--- src/rtl/mult_ctrl_pkg.sv ---
// Shared definitions for the multiplier sequencing logic.
//   state_t      : controller state encoding (S_IDLE / S_BUSY)
//   MULT_LATENCY : default multiplier latency, also used by the multiplier wrapper
package mult_ctrl_pkg;

    typedef enum logic {
        S_IDLE = 1'b0,
        S_BUSY = 1'b1
    } state_t;

    localparam int unsigned MULT_LATENCY = 4;

endpackage

--- src/rtl/lat_downcounter.sv ---
// Latency down-counter for the multiplier controller.
// Ports:
//   clk      : clock, state on rising edge
//   reset    : asynchronous active-high reset, clears the count
//   load     : load load_val this edge (has priority over dec)
//   load_val : value to load
//   dec      : decrement by one this edge; saturates at 0
//   cnt      : current count
//   is_one   : cnt == 1, i.e. the last cycle of the count
module lat_downcounter #(
    parameter int unsigned CW = 3
) (
    input  logic          clk,
    input  logic          reset,
    input  logic          load,
    input  logic [CW-1:0] load_val,
    input  logic          dec,
    output logic [CW-1:0] cnt,
    output logic          is_one
);

    logic [CW-1:0] cnt_q;
    logic [CW-1:0] cnt_d;

    always_comb begin
        cnt_d = cnt_q;
        if (load) begin
            cnt_d = load_val;
        end else if (dec && (cnt_q != '0)) begin
            // Never wraps: the count stops at zero.
            cnt_d = cnt_q - CW'(1);
        end
    end

    always_ff @(posedge clk or posedge reset) begin
        if (reset) begin
            cnt_q <= '0;
        end else begin
            cnt_q <= cnt_d;
        end
    end

    assign cnt    = cnt_q;
    assign is_one = (cnt_q == CW'(1));

endmodule

--- src/rtl/mult_hazard_ctrl.sv ---
// Sequencing and hazard controller for the non-pipelined multi-cycle multiplier that feeds
// hi/lo. Issues a start pulse when a mult leaves Decode, counts the latency, strobes the
// hi/lo write when the product is ready, and stalls F/D plus bubbles E when another mult
// or an mfhi/mflo reaches Decode while a product is in flight.
// Ports:
//   clk, reset  : clock; asynchronous active-high reset
//   multD       : Decode holds mult/multu
//   mfhiloD     : Decode holds mfhi/mflo
//   stall_ext   : Decode held by another hazard source this cycle
//   flushD      : Decode instruction squashed this cycle
//   mult_start  : one-cycle pulse, multiplier latches operands from Execute
//   hilo_we     : one-cycle pulse, hi/lo capture the product this edge
//   busy        : product in flight
//   stallF      : hold PC
//   stallD      : hold F->D register
//   flushE      : clear D->E register (bubble)
//   cycles_left : remaining latency count
module mult_hazard_ctrl
    import mult_ctrl_pkg::*;
#(
    parameter int unsigned LATENCY = MULT_LATENCY,
    parameter int unsigned CW      = $clog2(LATENCY + 1)
) (
    input  logic          clk,
    input  logic          reset,
    input  logic          multD,
    input  logic          mfhiloD,
    input  logic          stall_ext,
    input  logic          flushD,
    output logic          mult_start,
    output logic          hilo_we,
    output logic          busy,
    output logic          stallF,
    output logic          stallD,
    output logic          flushE,
    output logic [CW-1:0] cycles_left
);

    localparam logic [CW-1:0] LOAD_VAL = CW'(LATENCY);

    state_t        state_q;
    state_t        state_d;
    logic          issue;
    logic          in_busy;
    logic          hz;
    logic [CW-1:0] cnt;
    logic          cnt_is_one;

    lat_downcounter #(
        .CW (CW)
    ) u_cnt (
        .clk      (clk),
        .reset    (reset),
        .load     (issue),
        .load_val (LOAD_VAL),
        .dec      (in_busy),
        .cnt      (cnt),
        .is_one   (cnt_is_one)
    );

    assign in_busy = (state_q == S_BUSY);

    always_comb begin
        // Gated by reset so the combinational start pulse is also quiet while reset is held.
        issue   = !reset && (state_q == S_IDLE) && multD && !stall_ext && !flushD;
        state_d = state_q;
        case (state_q)
            S_IDLE: if (issue)      state_d = S_BUSY;
            S_BUSY: if (cnt_is_one) state_d = S_IDLE;
        endcase
    end

    always_ff @(posedge clk or posedge reset) begin
        if (reset) begin
            state_q <= S_IDLE;
        end else begin
            state_q <= state_d;
        end
    end

    // stall_ext is deliberately not merged here; the top-level hazard unit combines sources.
    assign hz          = in_busy && (multD || mfhiloD);

    assign mult_start  = issue;
    assign hilo_we     = in_busy && cnt_is_one;
    assign busy        = in_busy;
    assign stallF      = hz;
    assign stallD      = hz;
    assign flushE      = hz;
    assign cycles_left = cnt;

endmodule

--- config.mk ---
export PLATFORM = sky130hd
export DESIGN_NAME = mult_hazard_ctrl
export DESIGN_NICKNAME = d
export VERILOG_FILES = /design/src/rtl/mult_ctrl_pkg.sv /design/src/rtl/lat_downcounter.sv /design/src/rtl/mult_hazard_ctrl.sv
export SDC_FILE = /design/constraint.sdc
export NUM_CORES = 1
export LEC_CHECK = 0
export ABC_AREA = 1
export ABC_CLOCK_PERIOD_IN_PS = 1420
export CORE_AREA = 4 4 41 43
export CTS_BUF_LIST = sky130_fd_sc_hd__clkbuf_8
export DETAILED_ROUTE_END_ITERATION = 7
export DIE_AREA = 0 0 45 47
export PLACE_DENSITY_LB_ADDON = 0.25
export SYNTH_ARGS = -nofsm -noshare
export SYNTH_HDL_FRONTEND = slang
export SYNTH_SLANG_ARGS = --single-unit
--- constraint.sdc ---
create_clock -name clk -period 1.42 [get_ports clk]
set_input_delay 0.284 -clock clk [delete_from_list [all_inputs] [get_ports clk]]
set_output_delay 0.284 -clock clk [all_outputs]
set_load 0.01 [all_outputs]
## Yosys cells after proc, flatten, opt, wreduce, memory -nomap -nowiden

Cells that the tools add are included.

| storage, ports and cells | value |
|---|---|
| register bits after elaboration | 4 |
| word-level logic and storage cells | 23 |

| cells by class | value |
|---|---|
| bitwise gates (word level) | 1 |
| $add $sub $neg | 1 |
| reductions and logical operators | 13 |
| muxes and demuxes | 5 |
| equality and inequality tests | 1 |

Operators with widths:

| kind | number |
|---|---|
| logical AND 1 bit | 7 |
| 2-to-1 mux 3 bit | 2 |
| equality test 3 x 1 -> 1 bit (second input constant) | 1 |
| zero test 1 bit | 3 |
| nonzero test 3 bit | 1 |
| subtractor 3 x 1 -> 3 bit (second input constant) | 1 |
| 2-to-1 mux 1 bit | 2 |
| case mux 1 bit (2 select lines) | 1 |
| nonzero test 2 bit | 1 |
| logical OR 1 bit | 1 |
| NOT 1 bit | 1 |

## Logic depth before layout (Yosys ltp)

Gate-level depths: netlist of run 1.

| logic depth | value |
|---|---|
| word-level depth | 7 |
| depth in mapped cells | 9 |
| depth with buffers taken out | 9 |

## By module

From an unflattened synthesis of run 1, not the netlist that was laid out.

| unflattened totals | value |
|---|---|
| cells, all modules | 52 |
| area, all modules | 337.8 µm² |

By module, submodules not included:

| module | area each (µm²) | instances | cells each |
|---|---|---|---|
| lat_downcounter | 234.0 | 1 | 33 |
| mult_hazard_ctrl | 103.8 | 1 | 19 |

## Least setup slack after synthesis of run 1

No wires, ideal clock.

| path | value |
|---|---|
| path kind | reg-to-reg |
| start | register u_cnt.cnt_q[0] (netlist: u_cnt.cnt[0]) |
| end | register u_cnt.cnt_q[1] (netlist: u_cnt.cnt[1]) |
| slack | 0.140 ns |
| stages on the path, launching flop included | 10 |
| data arrival time | 1.167 ns |
| library setup time | 0.113 ns |
| path through | dfrtp_1 inv_1 ha_1 ha_1 inv_1 nand2_2 nand2_1 nand2_1 nand2_1 inv_1 |

| on the way | value |
|---|---|
| cells in the longest elaborated chain, start to end | 3 |
| elaborated cells between the ends (all ways) | 6 |
| those cells by class | add/sub (1); mux (2); reduce/logical (3) |

RTL lines:

| what | RTL line | text |
|---|---|---|
| start, declared | lat_downcounter.sv:22 | `logic [CW-1:0] cnt_q;` |
| start signal, assigned | lat_downcounter.sv:39 | `cnt_q <= cnt_d;` |
| subtractor 3 x 1 -> 3 bit or nonzero test 3 bit (tied branches) | lat_downcounter.sv:31, lat_downcounter.sv:29 |  |
| 2-to-1 mux 3 bit or logical AND 1 bit (tied branches) | lat_downcounter.sv:29 | `end else if (dec && (cnt_q != '0)) begin` |
| 2-to-1 mux 3 bit or nonzero test 2 bit (tied branches) | n/a |  |

Parallel ways exist; a longest one is shown, timed or not. The select of a mux whose other input is x is not followed.
A chain may end at the register's enable or synchronous reset.

## Worst setup path after layout of run 1

| path | value |
|---|---|
| start | register u_cnt.cnt_q[0] (netlist: u_cnt.cnt[0]) |
| end | output hilo_we |

| on the way | value |
|---|---|
| cells in the longest elaborated chain, start to end | 2 |

RTL lines:

| what | RTL line | text |
|---|---|---|
| equality test 3 x 1 -> 1 bit | lat_downcounter.sv:44 | `assign is_one = (cnt_q == CW'(1));` |
| logical AND 1 bit | mult_hazard_ctrl.sv:85 | `assign hilo_we = in_busy && cnt_is_one;` |
| end, declared | mult_hazard_ctrl.sv:31 | `output logic hilo_we,` |

No other way between the ends.

==> impl_metrics.json, run 1 <==
{
  "clock_skew_ps": 0.546,
  "crit_required_ps": 1140,
  "synth_top_family_by_area": "simple AND/OR/NAND/NOR gates",
  "synthSimpleGateAreaFrac_pct": 32.9,
  "p_leak_nw": 0.333,
  "viasPerCell": 3.90,
  "numCtsBuffers": 3,
  "ant_nets": 0,
  "grt_pass1_wl_um": 1270,
  "vias": 339,
  "power_mw": 1.18,
  "first_iter_violations": 3,
  "clockRootBuffer": "clkbuf_8",
  "drc": 0,
  "arrival_ps": 1090,
  "htreeDepth": 1,
  "final_nets": 83,
  "synth_fa_ha_area_share_pct": 12.7,
  "ir_worst_vdd_uv": 1110,
  "tightest_slew_ps": 167,
  "synth_mux_area_share_pct": 0,
  "port_buffers": 14,
  "hold_violations": 0,
  "p_int_mw": 0.727,
  "routed_wl_um": 826,
  "cts_tree": "done",
  "grt_max_degree": 6,
  "drv_cap": 0,
  "timing.final.crit_share_pct": 96.8,
  "grt_antenna_before_repair": 0,
  "syn_inst": 44,
  "overflow": 0,
  "finalSetupViolCount": 0,
  "yosysSeqAreaShare_pct": 33.8,
  "first_global_vias": 311,
  "synth_area_um2": 297,
  "syn_to_final_growth_pct": 92.4,
  "finalCriticalPeriod_ps": 1370,
  "timing.slew.headroom_pct": 88.8,
  "avgSynthCellArea_um2": 6.74,
  "row_count": 13,
  "ys_types": 11,
  "start_util_pct": 22.8,
  "worst-path-max-fanout": 2,
  "timing.hold.ws_ps": 377,
  "power_frac_comb_pct": 62.8,
  "hold_path_class": "input pin to async pin",
  "final_max_slew_viol_count": 0,
  "antenna_cells": 0,
  "ys_warn_count": 0,
  "core_area_mm2": 0.00130,
  "switchingPower_mw": 0.455,
  "clk_latency_ps": 210,
  "powerDensity_mw_per_mm2": 2070,
  "die_h_um": 47,
  "ys_ff_latch": 4,
  "drive_gt1_share_pct": 43.1,
  "seqPwrFrac_pct": 17.9,
  "first_pass_iters": 3,
  "start_kind": "flip-flop",
  "switching_share_pct": 38.5,
  "dieArea_mm2": 0.00212,
  "cts_buffer_depth": 2,
  "final_util_pct": 43.8,
  "clock_sinks": 4,
  "dp.final_hpwl_um": 689,
  "wire_per_inst_um": 9.49,
  "io_pins": 15,
  "gp_congestion": 0.715,
  "criticalPathCategory": "flip-flop to primary output",
  "p_clk_share_pct": 19.3,
  "synth_compound_gate_area_share_pct": 1.69,
  "endpoint_kind": "primary output",
  "clk_pin_slew_ps": 30,
  "max_freq_mhz": 728,
  "status": "completed",
  "die-width_um": 45,
  "synthXorXnorAreaFrac_pct": 0,
  "track_usage_pct": 8.25,
  "syn-num-nets": 53
}
[cells in the final DEF (no fill, tap or decap), types with 4 or more instances in the layout]
cell             count
buf_4               13
nand2_1             11
inv_1                7
dlygate4sd2_1        5
buf_2                5
inv_2                4
nand3_1              4
dfrtp_1              4
clkdlybuf4s50_1      4
[power by group through the flow]
stage	clock (mW)	sequential [mW]	combinational (mW)
3_3_place_gp	0	0.211	0.719
4_1_cts	0.236	0.212	0.671
3_5_place_dp	0	0.212	0.722
5_1_grt	0.250	0.219	0.845
6_report	0.228	0.212	0.742
2_1_floorplan	0	0.257	0.299
[registers in the layout (all words and copies together), names as in the netlist]
register / count
busy: 1
u_cnt.cnt: 3
[what timing repair did]
| action | 4_1_cts | 5_1_grt |
|---|---|---|
| endpoints found under the setup margin | 9 | 8 |
| hold buffers | 0 | 0 |
| gates resized for setup | 28 | 7 |
| pin swaps | 1 | 2 |
| setup buffers | 1 | 2 |
| gates cloned | 0 | 0 |
[stage by stage]
| step | instances | worst slack [ps] | TNS (ps) | cell area [um2] |
|---|---|---|---|---|
| 2_1_floorplan | 44 | 140 | 0 | 297 |
| 3_3_place_gp | 81 | -417 | -1850 | 515 |
| 3_5_place_dp | 81 | -448 | -1970 | 515 |
| 4_1_cts | 85 | -30.9 | -30.9 | 536 |
| 5_1_grt | 87 | -7.65 | -19.3 | 571 |
| 6_report | 87 | 46.1 | 0 | 571 |
[logic make-up after synthesis]
logic type | Yosys count
AOI/OAI and AO/OA | 1
adders and majority gates | 3
buffers and inverters | 13
DFF | 4
and+or+nand+nor | 23
[area by class of cell]
| type | instances | area, um2 |
|---|---|---|
| sequential | 4 | 100 |
| multi-input combinational | 27 | 163 |
| tap | 15 | 18.8 |
| inverter | 11 | 41.3 |
| timing repair buffer | 27 | 206 |
| clock buffer | 3 | 41.3 |
| fill | 151 | 731 |
[cells in the mapped netlist]
| cell | count | share of area (%) |
|---|---|---|
| buf_4 | 2 | 5.1 |
| dfrtp_1 | 4 | 34 |
| ha_1 | 3 | 13 |
| inv_1 | 11 | 14 |
| nand2_1 | 11 | 14 |
| nand2_2 | 1 | 2.1 |
| nand3_1 | 4 | 6.8 |
| nor2_1 | 5 | 6.3 |
| nor2_2 | 1 | 2.1 |
| nor3_1 | 1 | 1.7 |
| o21ai_0 | 1 | 1.7 |
[layer usage]
metal	vias up	share of wire (%)	routed length [um]	GRT usage, %
met5	-	0	0	0
met4	0	0	0	3.51
met1	148	42	346	10.4
met3	0	2.7	22	1.53
li1	187	-	-	-
met2	4	55	457	13.8
[path summary, 6_finish.rpt]
kind / start / end / slack, ps / depth (start not counted)
worst max-delay path: u_cnt.cnt[0] / hilo_we / 50 / 5
worst min-delay path: reset / u_cnt.cnt[2] / 380 / 3
worst max register to register: u_cnt.cnt[1] / u_cnt.cnt[1] / 90 / 10
worst min register to register: u_cnt.cnt[0] / u_cnt.cnt[0] / 660 / 4
max in group asynchronous: reset / u_cnt.cnt[0] / 950 / 3
min in group clk: multD / busy / 620 / 5
[worst max-delay path: stages, from the launching register on]
cell,delay (ps)
dfrtp_1,360
buf_4,140
ha_4,150
inv_2,60
nor3_2,30
buf_2,140
(Power assumes the default switching activity.)
==> run 2, diff against run 1 <==
--- a/config.mk
+++ b/config.mk
@@ -7,6 +7,7 @@
 export LEC_CHECK = 0
 export ABC_AREA = 1
 export ABC_CLOCK_PERIOD_IN_PS = 1420
+export CAP_MARGIN = 0
 export CORE_AREA = 4 4 41 43
 export CTS_BUF_LIST = sky130_fd_sc_hd__clkbuf_8
 export DETAILED_ROUTE_END_ITERATION = 7
==> results of run 2 <==
The final DEF is identical to that of run 1; final timing and power are the same.
==> run 3, diff against run 2 <==
--- a/config.mk
+++ b/config.mk
@@ -13,6 +13,7 @@
 export DETAILED_ROUTE_END_ITERATION = 7
 export DIE_AREA = 0 0 45 47
 export PLACE_DENSITY_LB_ADDON = 0.25
+export SLEW_MARGIN = 20
 export SYNTH_ARGS = -nofsm -noshare
 export SYNTH_HDL_FRONTEND = slang
 export SYNTH_SLANG_ARGS = --single-unit
==> results of run 3 <==
The final DEF is identical to that of run 1; final timing and power are the same.
